[src/rtl/seq_cla16_pkg.sv]
// Shared definitions for the nibble-serial 16-bit carry-lookahead adder.
//   state_t : controller states (IDLE, RUN, DONE)
//   WIDTH   : operand width in bits
//   NIBBLES : number of 4-bit slices processed per operation
package seq_cla16_pkg;

  localparam int unsigned WIDTH   = 16;
  localparam int unsigned NIBBLES = 4;

  typedef enum logic [1:0] {
    IDLE = 2'd0,
    RUN  = 2'd1,
    DONE = 2'd2
  } state_t;

endpackage

[src/rtl/cla4.sv]
// 4-bit carry-lookahead slice.
//   a, b : 4-bit operands
//   cin  : carry-in
//   sum  : 4-bit sum
//   cout : carry out of the slice
//   g, p : slice group generate / propagate (independent of cin)
module cla4 (
  input  logic [3:0] a,
  input  logic [3:0] b,
  input  logic       cin,
  output logic [3:0] sum,
  output logic       cout,
  output logic       g,
  output logic       p
);

  logic [3:0] w_g;
  logic [3:0] w_p;
  logic [3:0] w_c;

  always_comb begin
    w_g = a & b;
    w_p = a ^ b;

    w_c[0] = cin;
    w_c[1] = w_g[0] | (w_p[0] & cin);
    w_c[2] = w_g[1] | (w_p[1] & w_g[0]) | (w_p[1] & w_p[0] & cin);
    w_c[3] = w_g[2] | (w_p[2] & w_g[1]) | (w_p[2] & w_p[1] & w_g[0])
           | (w_p[2] & w_p[1] & w_p[0] & cin);

    g = w_g[3] | (w_p[3] & w_g[2]) | (w_p[3] & w_p[2] & w_g[1])
      | (w_p[3] & w_p[2] & w_p[1] & w_g[0]);
    p = &w_p;

    sum  = w_p ^ w_c;
    cout = g | (p & cin);
  end

endmodule

[src/rtl/seq_cla16.sv]
// Nibble-serial 16-bit adder/subtractor built around one reused cla4 slice.
//   Clk, Reset : clock, synchronous active-high reset
//   Start      : request, sampled while not Busy
//   A, B       : 16-bit operands, captured on accept
//   Cin        : carry-in (ignored when Sub=1)
//   Sub        : 0 = A+B+Cin, 1 = A-B
//   Busy       : high while nibbles are being processed
//   Done       : one-cycle pulse, results valid from this cycle
//   Sum, Cout, G, P, Ovf : registered results, held until the next Done
module seq_cla16
  import seq_cla16_pkg::*;
(
  input  logic             Clk,
  input  logic             Reset,
  input  logic             Start,
  input  logic [WIDTH-1:0] A,
  input  logic [WIDTH-1:0] B,
  input  logic             Cin,
  input  logic             Sub,
  output logic             Busy,
  output logic             Done,
  output logic [WIDTH-1:0] Sum,
  output logic             Cout,
  output logic             G,
  output logic             P,
  output logic             Ovf
);

  state_t           r_state;
  state_t           w_next;
  logic [1:0]       r_cnt;
  logic [WIDTH-1:0] r_a;
  logic [WIDTH-1:0] r_b;
  logic             r_c;
  logic [WIDTH-1:0] r_acc;
  logic             r_g;
  logic             r_p;

  logic [WIDTH-1:0] r_sum;
  logic             r_cout;
  logic             r_gout;
  logic             r_pout;
  logic             r_ovf;

  logic [3:0]       w_sum;
  logic             w_cout;
  logic             w_g;
  logic             w_p;
  logic             w_accept;
  logic             w_last;
  logic             w_c15;

  // Operands are shifted right after each nibble, so the slice always
  // sees bits [3:0]; on the last nibble those are the original [15:12].
  cla4 u_cla4 (
    .a    (r_a[3:0]),
    .b    (r_b[3:0]),
    .cin  (r_c),
    .sum  (w_sum),
    .cout (w_cout),
    .g    (w_g),
    .p    (w_p)
  );

  assign w_accept = (r_state != RUN) && Start;
  assign w_last   = (r_state == RUN) && (r_cnt == 2'(NIBBLES - 1));
  // Carry into bit 15 recovered from sum = a ^ b ^ c.
  assign w_c15    = r_a[3] ^ r_b[3] ^ w_sum[3];

  always_ff @(posedge Clk) begin
    if (Reset) r_state <= IDLE;
    else       r_state <= w_next;
  end

  always_comb begin
    w_next = r_state;
    case (r_state)
      IDLE:    w_next = Start ? RUN : IDLE;
      RUN:     w_next = (r_cnt == 2'(NIBBLES - 1)) ? DONE : RUN;
      DONE:    w_next = Start ? RUN : IDLE;
      default: w_next = IDLE;
    endcase
  end

  always_ff @(posedge Clk) begin
    if (Reset) begin
      r_cnt  <= '0;
      r_a    <= '0;
      r_b    <= '0;
      r_c    <= 1'b0;
      r_acc  <= '0;
      r_g    <= 1'b0;
      r_p    <= 1'b0;
      r_sum  <= '0;
      r_cout <= 1'b0;
      r_gout <= 1'b0;
      r_pout <= 1'b0;
      r_ovf  <= 1'b0;
    end else if (w_accept) begin
      r_cnt <= '0;
      r_a   <= A;
      r_b   <= Sub ? ~B : B;
      r_c   <= Sub ? 1'b1 : Cin;
      r_acc <= '0;
      r_g   <= 1'b0;
      r_p   <= 1'b1;
    end else if (r_state == RUN) begin
      r_cnt <= r_cnt + 2'd1;
      r_a   <= {4'b0, r_a[WIDTH-1:4]};
      r_b   <= {4'b0, r_b[WIDTH-1:4]};
      r_c   <= w_cout;
      r_acc <= {w_sum, r_acc[WIDTH-1:4]};
      r_g   <= w_g | (w_p & r_g);
      r_p   <= w_p & r_p;
      if (w_last) begin
        r_sum  <= {w_sum, r_acc[WIDTH-1:4]};
        r_cout <= w_cout;
        r_gout <= w_g | (w_p & r_g);
        r_pout <= w_p & r_p;
        r_ovf  <= w_c15 ^ w_cout;
      end
    end else begin
      r_cnt <= '0;
    end
  end

  assign Busy = (r_state == RUN);
  assign Done = (r_state == DONE);
  assign Sum  = r_sum;
  assign Cout = r_cout;
  assign G    = r_gout;
  assign P    = r_pout;
  assign Ovf  = r_ovf;

endmodule
[config.mk]
export PLATFORM = sky130hd
export DESIGN_NAME = seq_cla16
export DESIGN_NICKNAME = d
export VERILOG_FILES = /design/src/rtl/seq_cla16_pkg.sv /design/src/rtl/cla4.sv /design/src/rtl/seq_cla16.sv
export SDC_FILE = /design/constraint.sdc
export NUM_CORES = 1
export LEC_CHECK = 0
export CAP_MARGIN = 20
export CORE_MARGIN = 2
export CORE_UTILIZATION = 40
export CTS_CLUSTER_DIAMETER = 120
export DETAILED_ROUTE_END_ITERATION = 10
export PLACE_DENSITY_LB_ADDON = 0.05
export REMOVE_ABC_BUFFERS = 1
export SETUP_SLACK_MARGIN = 0.15
export SYNTH_ARGS = -nofsm -noshare
export SYNTH_HDL_FRONTEND = slang
export SYNTH_SLANG_ARGS = --single-unit
[constraint.sdc]
create_clock -name Clk -period 1.7 [get_ports Clk]
set_clock_uncertainty 0.2 [all_clocks]
set_input_delay 0.34 -clock Clk [delete_from_list [all_inputs] [get_ports Clk]]
set_output_delay 0.34 -clock Clk [all_outputs]
set_load 0.01 [all_outputs]
==> results of run 1 <==
Yosys cell counts, drive strengths merged:
cell,instances,area [um^2]
o21ai,5,25.02
a211oi,31,232.7
nor2b,1,6.260
ha,5,62.56
o211ai,1,7.510
xor2,1,8.760
inv,6,22.52
and4,1,11.26
o22ai,1,6.260
and2,2,15.02
nand3,3,15.01
nand2,54,202.7
nor2,54,202.7
a21oi,44,220.2
buf,10,56.30
mux2i,16,160.2
dfxtp,71,1421
nand3b,1,7.510
clkbuf,19,71.32
a21o,1,7.510
a211o,2,18.77
nand2b,4,25.02
o31ai,1,7.510
xnor2,17,148.9
or3,1,6.260
a311oi,1,15.01
o21a,1,7.510
nor3,4,20.02
fa,1,20.02
power by group through the flow:
stage	Clock, W	Sequential, W	Combinational (W)
after floorplan	0	0.00181	0.000287
after global placement	0	0.00182	0.000567
after detailed placement	0	0.00183	0.000570
after CTS	0.00137	0.00180	0.000605
after global routing	0.00145	0.00181	0.000752
final	0.00133	0.00180	0.000690
cell families after synthesis:
| group | after synthesis | synth area share |
|---|---|---|
| AOI/OAI and AO/OA | 88 | 0.1808 |
| buffers and inverters | 35 | 0.04952 |
| DFF | 71 | 0.4688 |
| xor gates and xnor gates | 18 | 0.05200 |
| and+or+nand+nor | 125 | 0.1688 |
| muxes | 16 | 0.05283 |
| adders and majority gates | 6 | 0.02724 |
how the worst min path moves through the flow:
stage / startpoint / end / slack (ps) / cells past startpoint
after global routing: Reset / r_b[10] / 70 / 2
after detailed placement: r_cnt[0] / r_cnt[0] / 220 / 1
after floorplan: r_cnt[0] / r_cnt[0] / 200 / 1
final: Reset / r_b[10] / 80 / 2
after CTS: Reset / r_b[10] / 50 / 2
after global placement: r_cnt[0] / r_cnt[0] / 220 / 1
cell type report:
| cell class | count | area (um^2) |
|---|---|---|
| fill | 682 | 2829 |
| multi-input combinational | 254 | 1657 |
| inverter | 6 | 27.53 |
| tap | 99 | 123.9 |
| sequential | 71 | 1435 |
| timing repair buffer | 98 | 1025 |
| clock buffer | 9 | 123.9 |
| clock inverter | 7 | 71.32 |
what timing repair did:
action	in CTS	in global routing
pin swaps	11	9
setup buffers	0	5
resized for setup	51	43
endpoints found under the hold margin	0	0
setup endpoints to repair	63	60
cloned	0	5
flip-flops by register name, summed over array words and instances, names as in the netlist:
signal	flops
Sum	16
r_a	16
r_b	16
r_acc	12
r_cnt	2
r_state	2
Cout	1
G	1
Ovf	1
P	1
r_c	1
r_g	1
r_p	1
layer usage:
metal | vias up | global-route usage | wire, um
li1 | 1386 | - | -
met1 | 1236 | 0.2054 | 3277
met2 | 64 | 0.2809 | 3728
met3 | 12 | 0.04398 | 322
met4 | 0 | 0.07071 | 113
met5 | - | 0 | 0
stage by stage:
step           setup WS (ps)  std cells
2_1_floorplan          -1003        330
3_3_place_gp          -138.6        518
3_5_place_dp          -169.5        518
4_1_cts               -70.54        534
5_1_grt               -81.58        544
6_report              -41.48        544
==> metrics.txt, run 1 <==
status=finished, violations left; failing checks=setup timing; HP Class=in2reg; hold_ws=80.60 ps; clk slew on worst S/H paths=80 ps; Distinct cells, synth=35; placed inst area=3894 um^2; Cell Area, Synth=3032 um^2; clock sink count=71; most common cell after layout, fill and taps aside=dfxtp_1; GR Overflow Total=0; antenna diode count=0; Clock Path Buffers=2; Comb pwr share=0.180; Starting Density=0.4158; WP data required=1760 ps; IO Count=59; Final Hold Viols=0; CP startpoint kind=register; Final Cycle Share=1.024; critical path class=reg2reg; #FFs+latches synth=71; commonest cells after routing, fill and taps aside=dfxtp_1 (60), nor2_1 (53), nand2_1 (51), a21oi_1 (39), clkdlybuf4s50_1 (34); sw frac=0.2690; Worst setup startpoint=r_a[2]; DIE AREA=8292 um^2; RR Startpoint=r_a[2]; core area=7292 um^2; VDD IR max=427.6 uV; Final #Nets=483; Fmax achieved=0.5742 GHz; Slew Limit Fails=0; WP buf/inv=1; final setup TNS=-41.48 ps; drt first pass iters=4; CP Capture Type=register; slowest CP cell=or3_4; Clock Latency Late Sink=340 ps; Root Buffer=clkbuf_8; drt initial violations=71; Wirelength per Cell=13.68 um; via count=2698; r2r setup slk=-40 ps; Worst path depth=6; cell family with most CP delay=compound AO/OA/AOI/OAI gates; Clk pwr share=0.348; first-pass GRT wire length=11180 um; Core Util, Final=0.6120; H-tree levels=3; DRT antenna net count=0; Power, Total=0.003825 W; worst-path maximum fanout=3; fin worst setup slack=-41.48 ps; die height=91.06 um; gr usage total=0.1684; CTS Buf Count=9; power per cell area=857.1 nW/um^2; CP cell instances=ha_4, buf_6, o21a_1, a21oi_2, or3_4, a311oi_2; number of global-route vias before repair=2389; worst-margin pin slew=514.5 ps; initial antenna violation count=0; standard-cell row count=31; Final Wtd Congestion=0.9054; max cap viols=0; fraction of layout instances using a drive strength above 1=0.2360; IO buf count=58; crit path time final=1741 ps; leak pwr=1.783 nW; mean number of vias per cell=4.960; Psw=0.001029 W; Final HPWL DP=4676 um; Flop pwr share=0.471; Layout area overhead=47.21%; final wirelength=7442 um; Slew headroom=0.6570; Hold-fix buffers, CTS=0; Syn. warnings=0; cell area after layout=4463 um^2; RSZ-0062 raised after global routing=true; end of the worst register-to-register path=Ovf; DR DRC count=0; Die Wd=91.06 um; CP Data Arrival Time=1800 ps; Worst setup endpoint=Ovf; largest net degree at the start of global routing=43; final setup vio count=1; register area share after synthesis=0.4688; max incr delay on CP=370 ps; CTS tree=yes; Syn Area/Cell=8.445 um^2; Worst Reg-to-Reg Cells=6; P_int=0.002796 W; Mapped Cells=359
Power figures use the tool's default switching activity.
==> run 2: changes to the inputs <==
--- a/config.mk
+++ b/config.mk
@@ -5,7 +5,6 @@
 export SDC_FILE = /design/constraint.sdc
 export NUM_CORES = 1
 export LEC_CHECK = 0
-export CAP_MARGIN = 20
 export CORE_MARGIN = 2
 export CORE_UTILIZATION = 40
 export CTS_CLUSTER_DIAMETER = 120
@@ -16,3 +15,4 @@
 export SYNTH_ARGS = -nofsm -noshare
 export SYNTH_HDL_FRONTEND = slang
 export SYNTH_SLANG_ARGS = --single-unit
+export TNS_END_PERCENT = 30
==> constraint.sdc (replaced) <==
create_clock -name Clk -period 1.7 [get_ports Clk]
set_clock_uncertainty 0.2 [all_clocks]
set_input_delay 0.255 -clock Clk [delete_from_list [all_inputs] [get_ports Clk]]
set_output_delay 0.255 -clock Clk [all_outputs]
set_load 0.01 [all_outputs]
==> run 2 against run 1 <==
The flow still finishes with violations (setup timing). Sequential share of layout area is 1.6 points higher. Global-route usage is 0.088 points lower. Sequential cell count unchanged. Maximum frequency fell by 1.9%. First-iteration DRC count down 4.2%. Total power is 6.0% lower. Critical path depth down 1. Cell count decreased by 0.92%. Hold slack better by 130 ps. Wire length decreased by 7.3%. Die area unchanged. Design area shrank 4.7%. Largest power group unchanged.
==> metrics.txt, run 2 (synthesis gave the netlist of run 1 again) <==
CTS tree=yes; WP buf/inv=0 (-1); initial antenna violation count=0 (unchanged); Final Wtd Congestion=0.8219 (-9.2%); GR Overflow Total=0 (unchanged); via count=2605 (-3.4%); placed inst area=3886 um^2 (-0.19%); register area=1434 um^2 (about the same); worst-path maximum fanout=4 (+1); fraction of layout instances using a drive strength above 1=0.2068 (-0.02914); CP Capture Type=register; IO Count=59 (unchanged); Final HPWL DP=4826 um (+3.2%); cell family with most CP delay=compound AO/OA/AOI/OAI gates; VDD IR max=365.9 uV (-14%); power per cell area=845.6 nW/um^2 (-1.3%); CP Data Arrival Time=1830 ps (+30 ps); commonest cells after routing, fill and taps aside=dfxtp_1 (61), nor2_1 (54), nand2_1 (52), a21oi_1 (39), clkdlybuf4s50_1 (34); HP Class=in2reg; Final #Nets=478 (-1.0%); Wirelength per Cell=12.80 um (-6.5%); clock sink count=71 (unchanged); most common cell after layout, fill and taps aside=dfxtp_1; IO buf count=58 (unchanged); number of global-route vias before repair=2399 (+0.42%); gr usage total=0.1675 (-0.0008779); Die Wd=91.06 um (unchanged); Clock Path Buffers=2 (unchanged); drt first pass iters=4 (unchanged); fin worst setup slack=-76.02 ps (-34.54 ps); CP cell instances=ha_4, a21oi_1, o21ai_2, or3_1, a311oi_2; critical path class=reg2reg; # fillers=716 (+5.0%); max incr delay on CP=400 ps (+30 ps); mean number of vias per cell=4.833 (-2.6%); Clock Latency Late Sink=340 ps (about the same); core area=7292 um^2 (unchanged); DIE AREA=8292 um^2 (unchanged); Final Cycle Share=1.045 (+0.02032); final wirelength=6898 um (-7.3%); Fmax achieved=0.5631 GHz (-1.9%); CP startpoint kind=register; largest net degree at the start of global routing=38 (-12%); CTS Buf Count=9 (unchanged); final setup vio count=1 (unchanged); clk slew on worst S/H paths=70 ps (about the same); leak pwr=1.707 nW (-4.3%); max cap viols=0 (unchanged); crit path time final=1776 ps (+34.54 ps); first-pass GRT wire length=11220 um (+0.31%); Slew Limit Fails=0 (unchanged); drt initial violations=68 (-4.2%); Final Hold Viols=0 (unchanged); die height=91.06 um (unchanged); Starting Density=0.4158 (unchanged); WP data required=1750 ps (about the same); Slew headroom=0.7279 (+0.07088); failing checks=setup timing; RSZ-0062 raised after global routing=true; DRT antenna net count=0 (unchanged); DR DRC count=0 (unchanged); worst-margin pin slew=408.2 ps (-106.3 ps); Multi-input gate area=1592 um^2 (-3.9%); status=finished, violations left; standard-cell row count=31 (unchanged); Layout area overhead=40.32%; slowest CP cell=or3_1; H-tree levels=3 (unchanged); antenna diode count=0 (unchanged); Power, Total=0.003597 W (-6.0%); cell area after layout=4254 um^2 (-4.7%); Root Buffer=clkbuf_8
-- run 2: path summary, 6_finish.rpt --
kind                            slack (ps)    from  cells past startpoint  endpoint
worst max-delay path                   -80  r_a[3]                      5       Ovf
worst min-delay path                   210   Start                      3       r_p
worst max register to register         -80  r_a[3]                      5       Ovf
worst min register to register         250  Sum[0]                      2    Sum[0]
-- run 2: stage by stage --
step                        util  worst slack (ps)  setup TNS [ps]  instances  hold slack, ps
final                     0.5834            -76.02          -76.02        539           213.7
after floorplan                -             -1003          -34000        330           122.9
after global routing      0.5834            -156.1          -170.4        539           236.1
after CTS                 0.5705            -40.21          -40.21        536           208.1
after global placement    0.5329            -142.1          -315.3        517           225.3
after detailed placement  0.5329            -166.8          -516.1        517           228.6
-- run 2: repair_timing --
action / in CTS / in global routing
buffers inserted: 2 / 3
gates resized for setup: 51 / 23
hold buffers: 1 / 0
endpoints found under the hold margin: 1 / 0
pin swaps: 13 / 14
setup endpoints to repair: 42 / 26
-- run 2: report_power, final --
group / total, W / leakage, nW / internal (W) / switching (W)
logic: 0.000652 / 1.03 / 0.000350 / 0.000302
registers: 0.00180 / 0.583 / 0.00175 / 0.0000560
clock network: 0.00114 / 0.0898 / 0.000524 / 0.000617
total: 0.00360 / 1.71 / 0.00262 / 0.000975
-- run 2: final cells by class --
type                       count  area share
clock inverter                 6    0.008824
clock buffer                  10     0.03000
timing repair buffer          94      0.2144
sequential                    71      0.3371
tap                           99     0.02912
inverter                       6    0.006471
multi-input combinational    253      0.3741
-- run 2: routing by layer --
layer | GRT usage | vias up | part of all wire
li1 | - | 1363 | -
met1 | 0.2135 | 1185 | 0.47
met2 | 0.2753 | 50 | 0.48
met3 | 0.03071 | 7 | 0.034
met4 | 0.07576 | 0 | 0.012
met5 | 0 | - | 0
-- run 2: worst min-delay path: stages --
cell,delay [ps]
buf_2,230
nand2_1,140
a21oi_1,60
==> run 3: changes to the inputs <==
--- a/config.mk
+++ b/config.mk
@@ -5,9 +5,8 @@
 export SDC_FILE = /design/constraint.sdc
 export NUM_CORES = 1
 export LEC_CHECK = 0
-export CORE_MARGIN = 2
 export CORE_UTILIZATION = 40
-export CTS_CLUSTER_DIAMETER = 120
+export CTS_BUF_LIST = sky130_fd_sc_hd__clkbuf_4 sky130_fd_sc_hd__clkbuf_8
 export DETAILED_ROUTE_END_ITERATION = 10
 export PLACE_DENSITY_LB_ADDON = 0.05
 export REMOVE_ABC_BUFFERS = 1
==> run 3 against run 2 <==
The flow still finishes with violations (setup timing). Cell count unchanged. Via count increased by 1.8%. Register-to-register slack about the same. Die area decreased by 4.3%. Count of clock-buffer cells in the layout decreased by 1. Combinational power decreased by 1%. Utilization increased by 0.60 points. Largest cell class unchanged. Highest routed layer unchanged.
==> metrics.txt, run 3 (synthesis gave the netlist of run 1 again) <==
status=finished, violations left; failing checks=setup timing; Final Hold Viols=0 (unchanged); # fillers=699 (-2.4%); cell family with most CP delay=simple AND/OR/NAND/NOR gates; Starting Density=0.4158 (unchanged); most common cell after layout, fill and taps aside=dfxtp_1; Placed Cells incl. Taps=519 (+0.39%); IO Count=59 (unchanged); crit path time final=1761 ps (-14.87 ps); CP cell instances=ha_4, and4_4, and2_4, or3_1, a311oi_2; die height=89.06 um (-2.2%); core area=7292 um^2 (unchanged); Core Util, Final=0.5894 (+0.006005); first-pass GRT wire length=11140 um (-0.68%); Clock Path Buffers=2 (unchanged); Final HPWL DP=4648 um (-3.7%); drt initial violations=61 (-10%); standard-cell row count=31 (unchanged); fin worst setup slack=-61.15 ps (+14.87 ps); CP Data Arrival Time=1830 ps (about the same); drt first pass iters=5 (+1); via count=2653 (+1.8%); Slew headroom=0.7237 (-0.004206); mean number of vias per cell=4.922 (+1.8%); initial antenna violation count=0 (unchanged); fraction of layout instances using a drive strength above 1=0.2091 (+0.002273); GR Overflow Total=0 (unchanged); final setup vio count=3 (+2); final wirelength=6696 um (-2.9%); Final #Nets=478 (unchanged); Multi-input gate area=1588 um^2 (-0.24%); Hold-fix buffers, CTS=0 (-1); power per cell area=924.1 nW/um^2 (+9.3%); gr usage total=0.1861 (+0.01861); WP data required=1760 ps (about the same); DIE AREA=7932 um^2 (-4.3%); HP Class=in2reg; Final Wtd Congestion=0.8735 (+6.3%); critical path class=reg2reg; Fmax achieved=0.5678 GHz (+0.84%); register area=1435 um^2 (about the same); H-tree levels=3 (unchanged); Clock Latency Late Sink=350 ps (about the same); max cap viols=0 (unchanged); Flop pwr share=0.454 (-0.047); Comb pwr share=0.162 (-0.019); IO buf count=58 (unchanged); sw frac=0.2604 (-0.01061); Root Buffer=clkbuf_8; commonest cells after routing, fill and taps aside=dfxtp_1 (60), nor2_1 (54), nand2_1 (53), a21oi_1 (39), clkdlybuf4s50_1 (34); Die Wd=89.06 um (-2.2%); Psw=0.001034 W (+6.1%); largest net degree at the start of global routing=28 (-26%); RSZ-0062 raised after global routing=true; pre-CTS WS=-183.2 ps (-16.40 ps); Wirelength per Cell=12.42 um (-2.9%); CTS Buf Count=9 (unchanged); worst-margin pin slew=414.5 ps (+6.308 ps); P_int=0.002937 W (+12%); leak pwr=1.723 nW (+0.96%); antenna diode count=0 (unchanged); number of global-route vias before repair=2446 (+2.0%); Slew Limit Fails=0 (unchanged); DR DRC count=0 (unchanged); clk slew on worst S/H paths=90 ps (+20 ps); hold_ws=22.55 ps (-191.2 ps); CP startpoint kind=register; clock sink count=71 (unchanged); Non-Filler Instances=539 (unchanged); Layout area overhead=41.77%; max incr delay on CP=360 ps (-40 ps); Final Cycle Share=1.036 (-0.008749); worst-path maximum fanout=3 (-1); VDD IR max=481.6 uV (+32%); WP buf/inv=0 (unchanged); Clk pwr share=0.385 (+0.068); DRT antenna net count=0 (unchanged); slowest CP cell=or3_1; CTS tree=yes; CP Capture Type=register
[run 3: changes by cell type in the layout (fill, tap and decap cells not counted), sizes merged]
cell,previous run,this run
clkbuf,11,9
buf,38,39
clkdlybuf4s15,0,1
inv,6,8
dlygate4sd3,1,0
clkinv,6,3
bufinv,0,2
[run 3: layout make-up]
cell class                 instances  area share
tap                               99     0.02882
multi-input combinational        253      0.3694
sequential                        71      0.3339
clock inverter                     7     0.02416
timing repair buffer              94      0.2090
inverter                           6    0.005822
clock buffer                       9     0.02882
[run 3: power groups by stage]
stage | clock (W) | combinational [W] | sequential, W
finish | 0.00153 | 0.000643 | 0.00180
global route | 0.00165 | 0.000709 | 0.00181
CTS | 0.00157 | 0.000604 | 0.00180
detailed placement | 0 | 0.000568 | 0.00183
global placement | 0 | 0.000564 | 0.00182
floorplan | 0 | 0.000287 | 0.00181
[run 3: timing repair]
item / 4_1_cts / 5_1_grt
hold endpoints to repair: 0 / 0
pin swaps: 9 / 9
endpoints found under the setup margin: 58 / 60
resized for setup: 46 / 25
gates cloned: 0 / 0
setup buffers: 0 / 4
[run 3: worst paths after layout]
path | cells after the start | to | slack (ps) | from
max reg2reg | 5 | Ovf | -60 | r_b[0]
min | 2 | r_a[1] | 20 | Reset
min reg2reg | 2 | Sum[3] | 250 | Sum[3]
max | 5 | Ovf | -60 | r_b[0]
[run 3: metal layers]
layer  GRT usage  wire [um]  vias to the layer above
met4     0.09380        175                        0
met1      0.2217       3083                     1204
li1            -          -                     1380
met2      0.3203       3218                       53
met3     0.03693        219                       16
met5           0          0                        -
[run 3: stage by stage]
stage,total power (W),instance area (um^2),TNS (ps)
2_1_floorplan,0.002101,2904,-34000
3_3_place_gp,0.002386,3876,-314.4
3_5_place_dp,0.002393,3876,-495.8
4_1_cts,0.003973,4188,-68.14
5_1_grt,0.004173,4298,-265.6
6_report,0.003972,4298,-83.68
